**src/rtl/uart_tx_fifo_pkg.sv**
```systemverilog
// ============================================================================
// Module   : uart_tx_fifo_pkg
// Brief    : Register map, STATUS bit positions and transmit FSM encoding
//            shared by the buffered UART transmitter.
// Revision : 1.0
// ============================================================================
`default_nettype none

package uart_tx_fifo_pkg;

    localparam logic [3:0] REG_TXDATA = 4'd0;
    localparam logic [3:0] REG_STATUS = 4'd1;
    localparam logic [3:0] REG_LEVEL  = 4'd2;
    localparam logic [3:0] REG_DIVLO  = 4'd3;
    localparam logic [3:0] REG_DIVHI  = 4'd4;

    localparam int STAT_FULL  = 0;
    localparam int STAT_EMPTY = 1;
    localparam int STAT_BUSY  = 2;
    localparam int STAT_OVF   = 3;

    localparam logic [15:0] MIN_DIV = 16'd16;

    typedef enum logic [1:0] {
        ST_IDLE  = 2'd0,
        ST_START = 2'd1,
        ST_DATA  = 2'd2,
        ST_STOP  = 2'd3
    } tx_state_t;

    function automatic logic [15:0] clamp_div(input logic [15:0] d);
        return (d < MIN_DIV) ? MIN_DIV : d;
    endfunction

endpackage

`default_nettype wire

```
**src/rtl/sync_fifo.sv**
```systemverilog
// ============================================================================
// Module   : sync_fifo
// Brief    : Parameterised single-clock FIFO with combinational head output;
//            a push into a full FIFO is accepted when a pop happens together.
// Revision : 1.0
// ============================================================================
`default_nettype none

module sync_fifo #(
    parameter int WIDTH = 8,
    parameter int DEPTH = 16
) (
    input  logic                       CLK,
    input  logic                       RSTb,
    input  logic                       push,
    input  logic                       pop,
    input  logic [WIDTH-1:0]           din,
    output logic [WIDTH-1:0]           dout,
    output logic                       full,
    output logic                       empty,
    output logic [$clog2(DEPTH):0]     level
);

    localparam int AW = $clog2(DEPTH);
    localparam logic [AW:0] c_DEPTH = (AW+1)'(DEPTH);

    logic [WIDTH-1:0] r_mem [DEPTH];
    logic [AW-1:0]    r_wr_ptr;
    logic [AW-1:0]    r_rd_ptr;
    logic [AW:0]      r_level;
    logic             w_do_push;
    logic             w_do_pop;

    assign full      = (r_level == c_DEPTH);
    assign empty     = (r_level == '0);
    assign level     = r_level;
    assign dout      = r_mem[r_rd_ptr];
    assign w_do_pop  = pop && !empty;
    assign w_do_push = push && (!full || w_do_pop);

    always_ff @(posedge CLK) begin
        if (w_do_push) begin
            r_mem[r_wr_ptr] <= din;
        end
    end

    always_ff @(posedge CLK) begin
        if (!RSTb) begin
            r_wr_ptr <= '0;
            r_rd_ptr <= '0;
            r_level  <= '0;
        end else begin
            if (w_do_push) begin
                r_wr_ptr <= r_wr_ptr + AW'(1);
            end
            if (w_do_pop) begin
                r_rd_ptr <= r_rd_ptr + AW'(1);
            end
            case ({w_do_push, w_do_pop})
                2'b10:   r_level <= r_level + (AW+1)'(1);
                2'b01:   r_level <= r_level - (AW+1)'(1);
                default: r_level <= r_level;
            endcase
        end
    end

endmodule

`default_nettype wire

```
**src/rtl/uart_tx_fifo.sv**
```systemverilog
// ============================================================================
// Module   : uart_tx_fifo
// Brief    : Memory-mapped 8N1 UART transmitter with TX FIFO. Define
//            UART_TX_BAUD_PROG_EN for a run-time programmable baud divisor.
// Revision : 1.0
// ============================================================================
`default_nettype none

module uart_tx_fifo
    import uart_tx_fifo_pkg::*;
#(
    parameter int CLK_FREQ   = 50_000_000,
    parameter int BAUD       = 115200,
    parameter int FIFO_DEPTH = 16
) (
    input  logic        CLK,
    input  logic        RSTb,
    input  logic [3:0]  rd_addr,
    input  logic [3:0]  wr_addr,
    input  logic [31:0] wr_data,
    output logic [7:0]  rd_data,
    input  logic        wr_en,
    output logic        uart_tx
);

    localparam int          LW      = $clog2(FIFO_DEPTH) + 1;
    localparam logic [15:0] DIV_RST = 16'((CLK_FREQ + BAUD/2) / BAUD);

    logic            w_push;
    logic            w_pop;
    logic [7:0]      w_dout;
    logic            w_full;
    logic            w_empty;
    logic [LW-1:0]   w_level;
    logic [15:0]     w_div;

    tx_state_t       r_state, w_state_nxt;
    logic [15:0]     r_cnt, w_cnt_nxt;
    logic [2:0]      r_bit, w_bit_nxt;
    logic [7:0]      r_shift, w_shift_nxt;
    logic            r_tx, w_tx_nxt;
    logic [15:0]     r_div_act, w_div_act_nxt;
    logic            r_ovf;
    logic [7:0]      r_rd_data, w_rd_nxt;

    assign w_push = wr_en && (wr_addr == REG_TXDATA);

    sync_fifo #(
        .WIDTH (8),
        .DEPTH (FIFO_DEPTH)
    ) u_fifo (
        .CLK   (CLK),
        .RSTb  (RSTb),
        .push  (w_push),
        .pop   (w_pop),
        .din   (wr_data[7:0]),
        .dout  (w_dout),
        .full  (w_full),
        .empty (w_empty),
        .level (w_level)
    );

`ifdef UART_TX_BAUD_PROG_EN
    logic [15:0] r_div;
    wire         w_unused_wdata = ^wr_data[31:16];

    always_ff @(posedge CLK) begin
        if (!RSTb) begin
            r_div <= DIV_RST;
        end else if (wr_en && (wr_addr == REG_DIVLO)) begin
            r_div <= clamp_div(wr_data[15:0]);
        end
    end
    assign w_div = r_div;
`else
    wire         w_unused_wdata = ^wr_data[31:8];
    assign w_div = DIV_RST;
`endif

    always_ff @(posedge CLK) begin
        if (!RSTb) begin
            r_state   <= ST_IDLE;
            r_cnt     <= '0;
            r_bit     <= '0;
            r_shift   <= '0;
            r_tx      <= 1'b1;
            r_div_act <= DIV_RST;
        end else begin
            r_state   <= w_state_nxt;
            r_cnt     <= w_cnt_nxt;
            r_bit     <= w_bit_nxt;
            r_shift   <= w_shift_nxt;
            r_tx      <= w_tx_nxt;
            r_div_act <= w_div_act_nxt;
        end
    end

    // The divisor is sampled once per frame so reprogramming never stretches a frame in flight.
    always_comb begin
        w_state_nxt   = r_state;
        w_cnt_nxt     = r_cnt;
        w_bit_nxt     = r_bit;
        w_shift_nxt   = r_shift;
        w_tx_nxt      = r_tx;
        w_div_act_nxt = r_div_act;
        w_pop         = 1'b0;
        case (r_state)
            ST_IDLE: begin
                w_tx_nxt = 1'b1;
                if (!w_empty) begin
                    w_pop         = 1'b1;
                    w_shift_nxt   = w_dout;
                    w_div_act_nxt = w_div;
                    w_cnt_nxt     = w_div - 16'd1;
                    w_tx_nxt      = 1'b0;
                    w_state_nxt   = ST_START;
                end
            end
            ST_START: begin
                if (r_cnt == 16'd0) begin
                    w_cnt_nxt   = r_div_act - 16'd1;
                    w_bit_nxt   = 3'd0;
                    w_tx_nxt    = r_shift[0];
                    w_shift_nxt = r_shift >> 1;
                    w_state_nxt = ST_DATA;
                end else begin
                    w_cnt_nxt = r_cnt - 16'd1;
                end
            end
            ST_DATA: begin
                if (r_cnt == 16'd0) begin
                    w_cnt_nxt = r_div_act - 16'd1;
                    if (r_bit == 3'd7) begin
                        w_tx_nxt    = 1'b1;
                        w_state_nxt = ST_STOP;
                    end else begin
                        w_bit_nxt   = r_bit + 3'd1;
                        w_tx_nxt    = r_shift[0];
                        w_shift_nxt = r_shift >> 1;
                    end
                end else begin
                    w_cnt_nxt = r_cnt - 16'd1;
                end
            end
            ST_STOP: begin
                if (r_cnt == 16'd0) begin
                    w_tx_nxt    = 1'b1;
                    w_state_nxt = ST_IDLE;
                end else begin
                    w_cnt_nxt = r_cnt - 16'd1;
                end
            end
            default: begin
                w_tx_nxt    = 1'b1;
                w_state_nxt = ST_IDLE;
            end
        endcase
    end

    // A push against a full FIFO is only lost when no pop frees a slot that cycle.
    always_ff @(posedge CLK) begin
        if (!RSTb) begin
            r_ovf <= 1'b0;
        end else if (w_push && w_full && !w_pop) begin
            r_ovf <= 1'b1;
        end else if (wr_en && (wr_addr == REG_STATUS) && wr_data[STAT_OVF]) begin
            r_ovf <= 1'b0;
        end
    end

    always_comb begin
        w_rd_nxt = 8'h00;
        case (rd_addr)
            REG_STATUS: begin
                w_rd_nxt[STAT_FULL]  = w_full;
                w_rd_nxt[STAT_EMPTY] = w_empty;
                w_rd_nxt[STAT_BUSY]  = (r_state != ST_IDLE);
                w_rd_nxt[STAT_OVF]   = r_ovf;
            end
            REG_LEVEL: w_rd_nxt = 8'(w_level);
`ifdef UART_TX_BAUD_PROG_EN
            REG_DIVLO: w_rd_nxt = r_div[7:0];
            REG_DIVHI: w_rd_nxt = r_div[15:8];
`endif
            default:   w_rd_nxt = 8'h00;
        endcase
    end

    always_ff @(posedge CLK) begin
        if (!RSTb) begin
            r_rd_data <= 8'h00;
        end else begin
            r_rd_data <= w_rd_nxt;
        end
    end

    assign rd_data = r_rd_data;
    assign uart_tx = r_tx;

endmodule

`default_nettype wire

```
**config.mk**
```make
export PLATFORM = sky130hd
export DESIGN_NAME = uart_tx_fifo
export DESIGN_NICKNAME = d
export VERILOG_FILES = /design/src/rtl/uart_tx_fifo_pkg.sv /design/src/rtl/sync_fifo.sv /design/src/rtl/uart_tx_fifo.sv
export SDC_FILE = /design/constraint.sdc
export NUM_CORES = 1
export LEC_CHECK = 0
export CAP_MARGIN = 25
export CORE_ASPECT_RATIO = 0.75
export CORE_MARGIN = 3
export CORE_UTILIZATION = 30
export DETAILED_ROUTE_END_ITERATION = 8
export GPL_ROUTABILITY_DRIVEN = 0
export PLACE_DENSITY_LB_ADDON = 0.1
export SLEW_MARGIN = 40
export SYNTH_ARGS = -nofsm -noshare
export SYNTH_HDL_FRONTEND = slang
export SYNTH_SLANG_ARGS = --single-unit
```
**constraint.sdc**
```tcl
create_clock -name CLK -period 4.3 [get_ports CLK]
set_input_delay 0.43 -clock CLK [delete_from_list [all_inputs] [get_ports CLK]]
set_output_delay 0.43 -clock CLK [all_outputs]
set_load 0.02 [all_outputs]
```
Yosys cells after proc, flatten, opt, wreduce, memory -nomap -nowiden
Memories as Yosys holds them, arrays and structs flattened. A register that Yosys moved wholly into a read port is not among the register bits.
Index checks and enable logic that the tools add are counted.
Storage, ports and cells
  input bits: 43
  output and inout port bits: 9
  RAM bits: 128
  memories: 1
  register bits after elaboration: 52
  logic and storage cells: 97
Cells by class
  equality and inequality tests: 17
  reductions and logical operators: 27
  add/sub/neg operators: 6
  mux-type cells: 35
Memories
  u_fifo.r_mem: depth 16, bits a word 8, rd ports 1, clocked after Yosys merged registers in 1, wr ports 1, RTL line sync_fifo.sv:27  | logic [WIDTH-1:0] r_mem [DEPTH];
Operators with widths (count)
  two-way mux 16 bit: 3
  one-hot mux 16 bit (3 select lines): 1
  two-way mux 8 bit: 4
  one-hot mux 8 bit (3 select lines): 1
  zero test 16 bit: 1
  subtractor 16 x 1 -> 16 bit, second input constant: 1
  != test 2 bit, second input constant: 7
  two-way mux 1 bit: 11
  two-way mux 2 bit: 5
  one-hot mux 5 bit (2 select lines): 1
  AND reduction 5 bit: 2
  two-way mux 3 bit: 3
  adder 4 x 1 -> 4 bit, second input constant: 2
  equality test 4 x 1 -> 1 bit, second input constant: 2
  two-way mux 4 bit: 2
  one-hot mux 2 bit (4 select lines): 1
  one-hot mux 4 bit (2 select lines): 1
  nonzero test 2 bit: 4
  logical AND 1 bit: 7
  equality test 2 bit, second input constant: 3
  one-hot mux 3 bit (2 select lines): 1
  adder 5 x 1 -> 5 bit, second input constant: 1
  equality test 5 bit, second input constant: 1
  zero test 5 bit: 1
  15 further kinds: 19

Logic depth before layout (Yosys ltp)
Gate-level depths: netlist of run 1.
  word-level depth: 8
  depth in mapped cells: 13
  mapped depth without buffers: 12

By module
From an unflattened synthesis of run 1, not the netlist that was laid out.
Unflattened totals
  cell total of the unflattened synthesis: 543
  area, all modules: 7902.6 sq um
By module, submodules not included
  sync_fifo: cells an instance 322, instances 1, seq. area each 4184.0 sq um, area each 5884.4 sq um
  uart_tx_fifo: cells an instance 221, instances 1, seq. area each 720.7 sq um, area each 2018.2 sq um

Least setup slack after synthesis of run 1
No wires, ideal clock.
  path type: register -> register
  from: reg u_fifo.r_level[1], in the netlist u_fifo.level[1]
  to: reg u_fifo.r_level[3], in the netlist u_fifo.level[3]
  period minus slack after synthesis: 3.050 ns
  path slack: 1.250 ns
  data required time: 4.224 ns
  path buffers: 2
  setup time: 0.076 ns
  arrival time: 2.974 ns
  stages on the path, launching flop included: 12
  path through: dfxtp_1 > buf_6 > or4_4 > o311a_1 > buf_2 > inv_1 > ha_1 > or3b_2 > a21boi_0 > nor3_1 > or3b_2 > a21boi_0
Between the ends
  cells in the longest elaborated chain, start to end: 8
  elaborated cells between the ends (all ways): 15
  classes of those cells: 2 x add/sub; 3 x eq/ne; 3 x mux; 7 x reduce/logical
Ends and longest elaborated chain
  start: declaration: RTL line sync_fifo.sv:30  | logic [AW:0] r_level;
  start signal: assignment: RTL line sync_fifo.sv:60  | 2'b10: r_level <= r_level + (AW+1)'(1);
  start signal: assignment: RTL line sync_fifo.sv:61  | 2'b01: r_level <= r_level - (AW+1)'(1);
  start signal: assignment: RTL line sync_fifo.sv:62  | default: r_level <= r_level;
  zero test 5 bit: RTL line sync_fifo.sv:35  | assign empty = (r_level == '0);
  two-way mux 1 bit: RTL line uart_tx_fifo.sv:110  | if (!w_empty) begin
  two-way mux 1 bit: RTL line uart_tx_fifo.sv:107  | case (r_state)
  logical AND 1 bit: RTL line sync_fifo.sv:38  | assign w_do_pop = pop && !empty;
  logical OR 1 bit: RTL line sync_fifo.sv:39  | assign w_do_push = push && (!full || w_do_pop);
  logical AND 1 bit: RTL line sync_fifo.sv:39
  equality test 2 x 1 -> 1 bit or equality test 2 bit (tied branches): RTL line sync_fifo.sv:59  | case ({w_do_push, w_do_pop})
  one-hot mux 5 bit (2 select lines) or nonzero test 2 bit (tied branches)
Parallel ways exist; a longest one is shown, timed or not.
A chain may end at the register's enable or synchronous reset.

Worst setup path after layout of run 1
Same ends and word-level chain as after synthesis.

==> results of run 1 <==
cell families after synthesis:
kind of cell	after synthesis	share of synthesized area, %
adder cells (fa/ha/maj)	18	2.87
other	1	0.0477
multiplexers	51	9.52
buffers and inverters	51	3.18
AO/OA/AOI/OAI	102	9.71
AND/OR/NAND/NOR	151	10.6
XOR/XNOR	15	1.67
flip-flops	181	62.4
cells in the final DEF, fill, tap and decap left out, types with 10 or more instances in the layout:
master,count
inv_1,17
mux2i_1,32
a221oi_1,18
nor2_1,35
nand3_1,16
xnor2_1,13
clkbuf_16,17
buf_4,24
ha_1,18
mux4_2,19
edfxtp_1,128
o21ai_0,14
and2_1,13
clkdlybuf4s50_1,24
nor3_1,12
nor2b_1,10
a21oi_1,16
dfxtp_1,52
nand2_1,21
metrics by stage:
stage	total power [W]	cell area [um2]	hold slack, ns
floorplan	0.00385	7870	0.443
global placement	0.00425	8520	0.455
detailed placement	0.00431	8530	0.466
CTS	0.00581	9100	0.476
global route	0.00614	9100	0.509
finish	0.00575	9100	0.473
layout make-up:
| class | instances | area (um2) | area share, % |
|---|---|---|---|
| well taps | 338 | 423 | 4.65 |
| inverters | 17 | 63.8 | 0.701 |
| clock inverters | 15 | 139 | 1.53 |
| multi-input cells | 340 | 2720 | 29.9 |
| repair buffers | 48 | 420 | 4.62 |
| clock buffers | 17 | 425 | 4.67 |
| flip-flops and latches | 181 | 4910 | 53.9 |
routing by layer:
metal,vias to the layer above,global-route usage [%],routed length (um)
li1,2250,-,-
met1,2403,20.7,9710
met2,63,19.9,8140
met3,7,2.74,538
met4,0,3.04,103
met5,-,0,0
sequential cells by signal, indices dropped and copies added (netlist names), named ones only:
register / cells
u_fifo.r_wr_ptr: 4
r_cnt: 16
r_state: 2
u_fifo.r_rd_ptr: 4
r_ovf: 1
r_bit: 3
r_shift: 8
rd_data: 5
uart_tx: 1
u_fifo.r_mem: 128
u_fifo.level: 5
power by group through the flow:
stage               combinational (W)  clock (W)  sequential, W
global placement              0.00201          0        0.00224
finish                        0.00205    0.00150        0.00221
floorplan                     0.00173          0        0.00212
global route                  0.00229    0.00161        0.00224
detailed placement            0.00206          0        0.00225
CTS                           0.00207    0.00153        0.00221
worst min-delay path by stage:
stage                  to       start  slack, ns  depth (start not counted)
5_1_grt          r_bit[2]    r_bit[2]       0.51                          2
2_1_floorplan  r_shift[7]  r_shift[7]       0.44                          2
3_3_place_gp     r_bit[2]    r_bit[2]       0.46                          2
4_1_cts          r_bit[2]    r_bit[2]       0.48                          2
3_5_place_dp     r_bit[2]    r_bit[2]       0.47                          2
6_report         r_bit[2]    r_bit[2]       0.47                          2
worst min-delay path, delay by kind of cell, from the launching register on:
family / cells / cell delay (ns)
compound gates: 1 / 0.06
flops: 1 / 0.31
simple gates: 1 / 0.05
==> results.json, run 1 <==
{
  "r2r-end": "u_fifo.level[3]",
  "setup_viol": 0,
  "yosysWarningCount": 0,
  "drv_cap": 0,
  "worstSkewPairLatency_ns": 0.42,
  "yosysMostFrequentCell": "edfxtp_1",
  "reg2reg_slack_ns": 0.97,
  "r2r_start": "u_fifo.level[1]",
  "setup-tns-final_ns": 0,
  "fin_util_pct": 35.9,
  "crit_type": "register to register",
  "r2r_cells": 9,
  "critPathSlowestCell": "or4_4",
  "cts_tree": "built",
  "crit_fanout": 10,
  "pwr-share-clk_pct": 26.0,
  "p_comb_share_pct": 35.6,
  "area_growth_pct": 15.8,
  "path_depth": 9,
  "antenna_cells": 0,
  "synth_cells": 570,
  "die-area_um2": 28200,
  "coreArea_um2": 25300,
  "nFillCells": 2452,
  "layout-drive-gt1-share_pct": 14.7,
  "slew_headroom_pct": 47.1,
  "rsz0062_at_grt": "no",
  "cts_sinks": 181,
  "dr_total_vias": 4723,
  "synth_top_cells_by_count": "edfxtp_1 (128), dfxtp_1 (53), nor2_1 (35)",
  "drt-total-wl_um": 18500,
  "critical_path.max_stage_delay_ns": 0.60,
  "grt_pass1_vias": 4747,
  "viasPerCell": 4.94,
  "synth-seq-cells": 181,
  "cts_setup_buffers": 0,
  "dp_hpwl_um": 12600,
  "worstPathRequired_ns": 4.65,
  "dr.pass1.iters": 5,
  "fin_skew_ns": 0.0117,
  "wl_per_cell_um": 19.3,
  "drtIter0Drc": 272,
  "finalHoldViolations": 0,
  "drc": 0,
  "setup_ws_ns": 0.968,
  "cts_made_buffers": 17,
  "ys.flop_type": "edfxtp_1",
  "grt_pass1_wl_um": 28500,
  "cts-root-buf": "clkbuf_16",
  "startpoint": "u_fifo.level[1]",
  "die_x_um": 193,
  "cp.arrival_ns": 3.69,
  "synth_area_leaders": "edfxtp_1 (49%), dfxtp_1 (14%), mux4_2 (5.4%)",
  "path_buf_inv": 1,
  "synth_edf_count": 128,
  "final_cells": 956,
  "num_rows": 50,
  "seq_area_frac_synth_pct": 62.4,
  "worst_pin_slew_ns": 0.787,
  "synth.avg_cell_area_um2": 13.8,
  "grt-ovfl-total": 0,
  "cp-start-kind": "register",
  "powerDensity_nw_per_um2": 632,
  "synthDistinctLibCells": 63,
  "cts_resized": 0,
  "slew_viol_final": 0,
  "grt_max_degree": 35,
  "placed_cells": 924,
  "htreeDepth": 4,
  "nNetsFinal": 666,
  "endpoint": "u_fifo.level[3]",
  "min_path_type": "register to register",
  "power.internal_w": 0.00366,
  "place_ws_ns": 0.547,
  "io_pins": 52,
  "leakage_nw": 3.00,
  "synth_area_um2": 7860,
  "io_buffers": 24,
  "irDropWorstVdd_mv": 0.304,
  "cp_top_family": "simple AND/OR/NAND/NOR gates",
  "crit_path_end_kind": "register",
  "initial_core_util_pct": 31.0,
  "p_switching_w": 0.00209,
  "die_h_um": 146,
  "max_freq_ghz": 0.300,
  "period_minus_slack_ns": 3.33,
  "path_cells": "or4_4 -> o311a_1 -> inv_1 -> ha_1 -> or3b_2 -> a21boi_0 -> nor3_1 -> or3b_2 -> a21boi_0",
  "synth_top_area_cell": "edfxtp_1",
  "final_antenna_net_count": 0,
  "switching_share_pct": 36.4,
  "outcome": "completed",
  "antenna_found_initial": 0,
  "grtUsageTotal_pct": 13.6,
  "synth_top_area_share_pct": 48.9,
  "power_frac_seq_pct": 38.4,
  "clockBufferDepth": 2,
  "async_reset_ff_share_pct": 0,
  "path_clk_slew_ns": 0.08,
  "finalCritPeriodShare_pct": 77.5,
  "cts_hold_buf": 0
}
(Power assumes the default switching activity.)
==> run 2: changes to the inputs <==
==> constraint.sdc (replaced) <==
create_clock -name CLK -period 3.1 [get_ports CLK]
set_input_delay 0.31 -clock CLK [delete_from_list [all_inputs] [get_ports CLK]]
set_output_delay 0.31 -clock CLK [all_outputs]
set_load 0.02 [all_outputs]
==> run 2 against run 1 <==
Compared with the run above: fmax grew 14%; count of clock-buffer cells in the layout grew 2; core utilization grew 0.63 points; sequential share of layout area shrank 0.96 points; clock skew shrank 0.0029 ns; worst setup slack lost 0.79 ns; die area is the same; hold slack gained 0.0042 ns; final cell count grew 1.6%; non-clock buffer count grew 15; power grew 44%; wire length shrank 1.7%; largest power group is now combinational logic; highest routed layer unchanged.
==> results.json, run 2 (synthesis results as in run 1) <==
{
  "layout-drive-gt1-share_pct": 16.6,
  "initial_core_util_pct": 31.0,
  "layout_common_cells": "edfxtp_1 (128), dfxtp_1 (52), buf_4 (38)",
  "drc": 0,
  "max_freq_ghz": 0.342,
  "grt_max_degree": 32,
  "cts_made_buffers": 17,
  "grt_pass1_wl_um": 28700,
  "cp-start-kind": "register",
  "cts_tree": "built",
  "r2r_start": "u_fifo.level[0]",
  "fin_skew_ns": 0.00879,
  "outcome": "completed",
  "finalHoldViolations": 0,
  "coreArea_um2": 25300,
  "total_power_w": 0.00830,
  "finalCritPeriodShare_pct": 94.3,
  "htreeDepth": 4,
  "drt-total-wl_um": 18200,
  "setup_viol": 0,
  "hold_depth": 2,
  "reg2reg_slack_ns": 0.18,
  "r2r-end": "u_fifo.level[3]",
  "worst_pin_slew_ns": 0.799,
  "critical_path.max_stage_delay_ns": 0.58,
  "startpoint": "u_fifo.level[0]",
  "nFillCells": 2466,
  "wl_per_cell_um": 18.7,
  "nNetsFinal": 681,
  "path_clk_slew_ns": 0.07,
  "cp_top_family": "simple AND/OR/NAND/NOR gates",
  "largest_reg_flops": 128,
  "min_from": "r_bit[2]",
  "crit_fanout": 7,
  "grt_pass1_vias": 4937,
  "seq_area_um2": 4910,
  "worstPathRequired_ns": 3.47,
  "crit_path_end_kind": "register",
  "leakage_nw": 3.10,
  "min_path_type": "register to register",
  "powerDensity_nw_per_um2": 896,
  "final_antenna_net_count": 0,
  "drv_cap": 0,
  "setup-tns-final_ns": 0,
  "path_depth": 10,
  "path_buf_inv": 2,
  "r2r_cells": 10,
  "cts-root-buf": "clkbuf_16",
  "slew_headroom_pct": 46.0,
  "dr.pass1.iters": 4,
  "viasPerCell": 4.95,
  "placed_cells": 939,
  "irDropWorstVdd_mv": 0.367,
  "antenna_cells": 0,
  "endpoint": "u_fifo.level[3]",
  "cts_sinks": 181,
  "grt-ovfl-total": 0,
  "die_x_um": 193,
  "final_common_cell": "edfxtp_1",
  "num_rows": 50,
  "cp.arrival_ns": 3.29,
  "period_minus_slack_ns": 2.92,
  "die_h_um": 146,
  "multi_input_area_um2": 2720,
  "io_pins": 52,
  "crit_top_cell": "or3b_2",
  "final_cells": 971,
  "antenna_found_initial": 0,
  "drtIter0Drc": 348,
  "reg_top3": "u_fifo.r_mem (128), r_cnt (16), r_shift (8)",
  "slew_viol_final": 0,
  "grtUsageTotal_pct": 13.6,
  "rsz0062_at_grt": "no",
  "regMostFlops": "u_fifo.r_mem",
  "worstSkewPairLatency_ns": 0.43,
  "path_cells": "or4_4 -> o311a_1 -> inv_1 -> ha_2 -> buf_4 -> or3b_2 -> a21boi_2 -> nor3_1 -> or3b_2 -> a21boi_1",
  "dr_total_vias": 4810,
  "critPathSlowestCell": "or4_4",
  "crit_type": "register to register",
  "io_buffers": 24,
  "dp_hpwl_um": 12700,
  "clockBufferDepth": 2,
  "area_growth_pct": 17.9,
  "die-area_um2": 28200
}
## run 2: power breakdown
group          total, W  switching, W  internal (W)
Sequential      0.00297      0.000193       0.00278
Combinational   0.00310       0.00175       0.00135
Clock           0.00223      0.000945       0.00128
Total           0.00830       0.00289       0.00541
## run 2: final cells by class
cell class	instances	share of cell area, %
flip-flops and latches	181	53.0
multi-input cells	340	29.3
repair buffers	63	5.89
clock buffers	19	4.67
well taps	338	4.57
clock inverters	13	1.89
inverters	17	0.689
## run 2: worst min-delay path by stage
stage,slack (ns),endpoint
6_report,0.48,r_bit[2]
5_1_grt,0.51,r_bit[0]
4_1_cts,0.48,r_bit[1]
3_5_place_dp,0.47,r_bit[2]
3_3_place_gp,0.45,r_bit[2]
2_1_floorplan,0.41,u_fifo.r_mem[0][0]
## run 2: routing by layer
layer	track usage [%]	vias to the layer above	share of wire (%)
met1	20.1	2420	50
met3	3.29	14	4.4
met5	0	-	0
met2	20.1	85	44
met4	3.58	0	1.0
li1	-	2291	-
## run 2: stage by stage
| stage | utilization (%) | hold slack [ns] | setup WS (ns) | instance area (um2) |
|---|---|---|---|---|
| 2_1_floorplan | - | 0.409 | 0.0501 | 7870 |
| 3_3_place_gp | 34.1 | 0.455 | 0.0625 | 8650 |
| 3_5_place_dp | 34.1 | 0.470 | 0.0321 | 8650 |
| 4_1_cts | 36.5 | 0.479 | 0.0634 | 9260 |
| 5_1_grt | 36.6 | 0.505 | 0.0214 | 9260 |
| 6_report | 36.6 | 0.477 | 0.178 | 9260 |
## run 2: timing repair
item / CTS / global route
hold buffers: 0 / 0
resized for setup: 0 / 4
buffers inserted: 0 / 0
hold endpoints to repair: 0 / 0
endpoints found under the setup margin: 0 / 1
## run 2: tightest hold or removal path, cell delays in order (launching register included)
cell      delay, ns
dfxtp_1        0.31
nand2_1        0.05
a21boi_0       0.06
==> run 3: changes to the inputs <==
--- a/config.mk
+++ b/config.mk
@@ -16,3 +16,4 @@
 export SYNTH_ARGS = -nofsm -noshare
 export SYNTH_HDL_FRONTEND = slang
 export SYNTH_SLANG_ARGS = --single-unit
+export TNS_END_PERCENT = 30
==> results of run 3 <==
No change in the layout: final DEF, timing and power equal those of run 2.
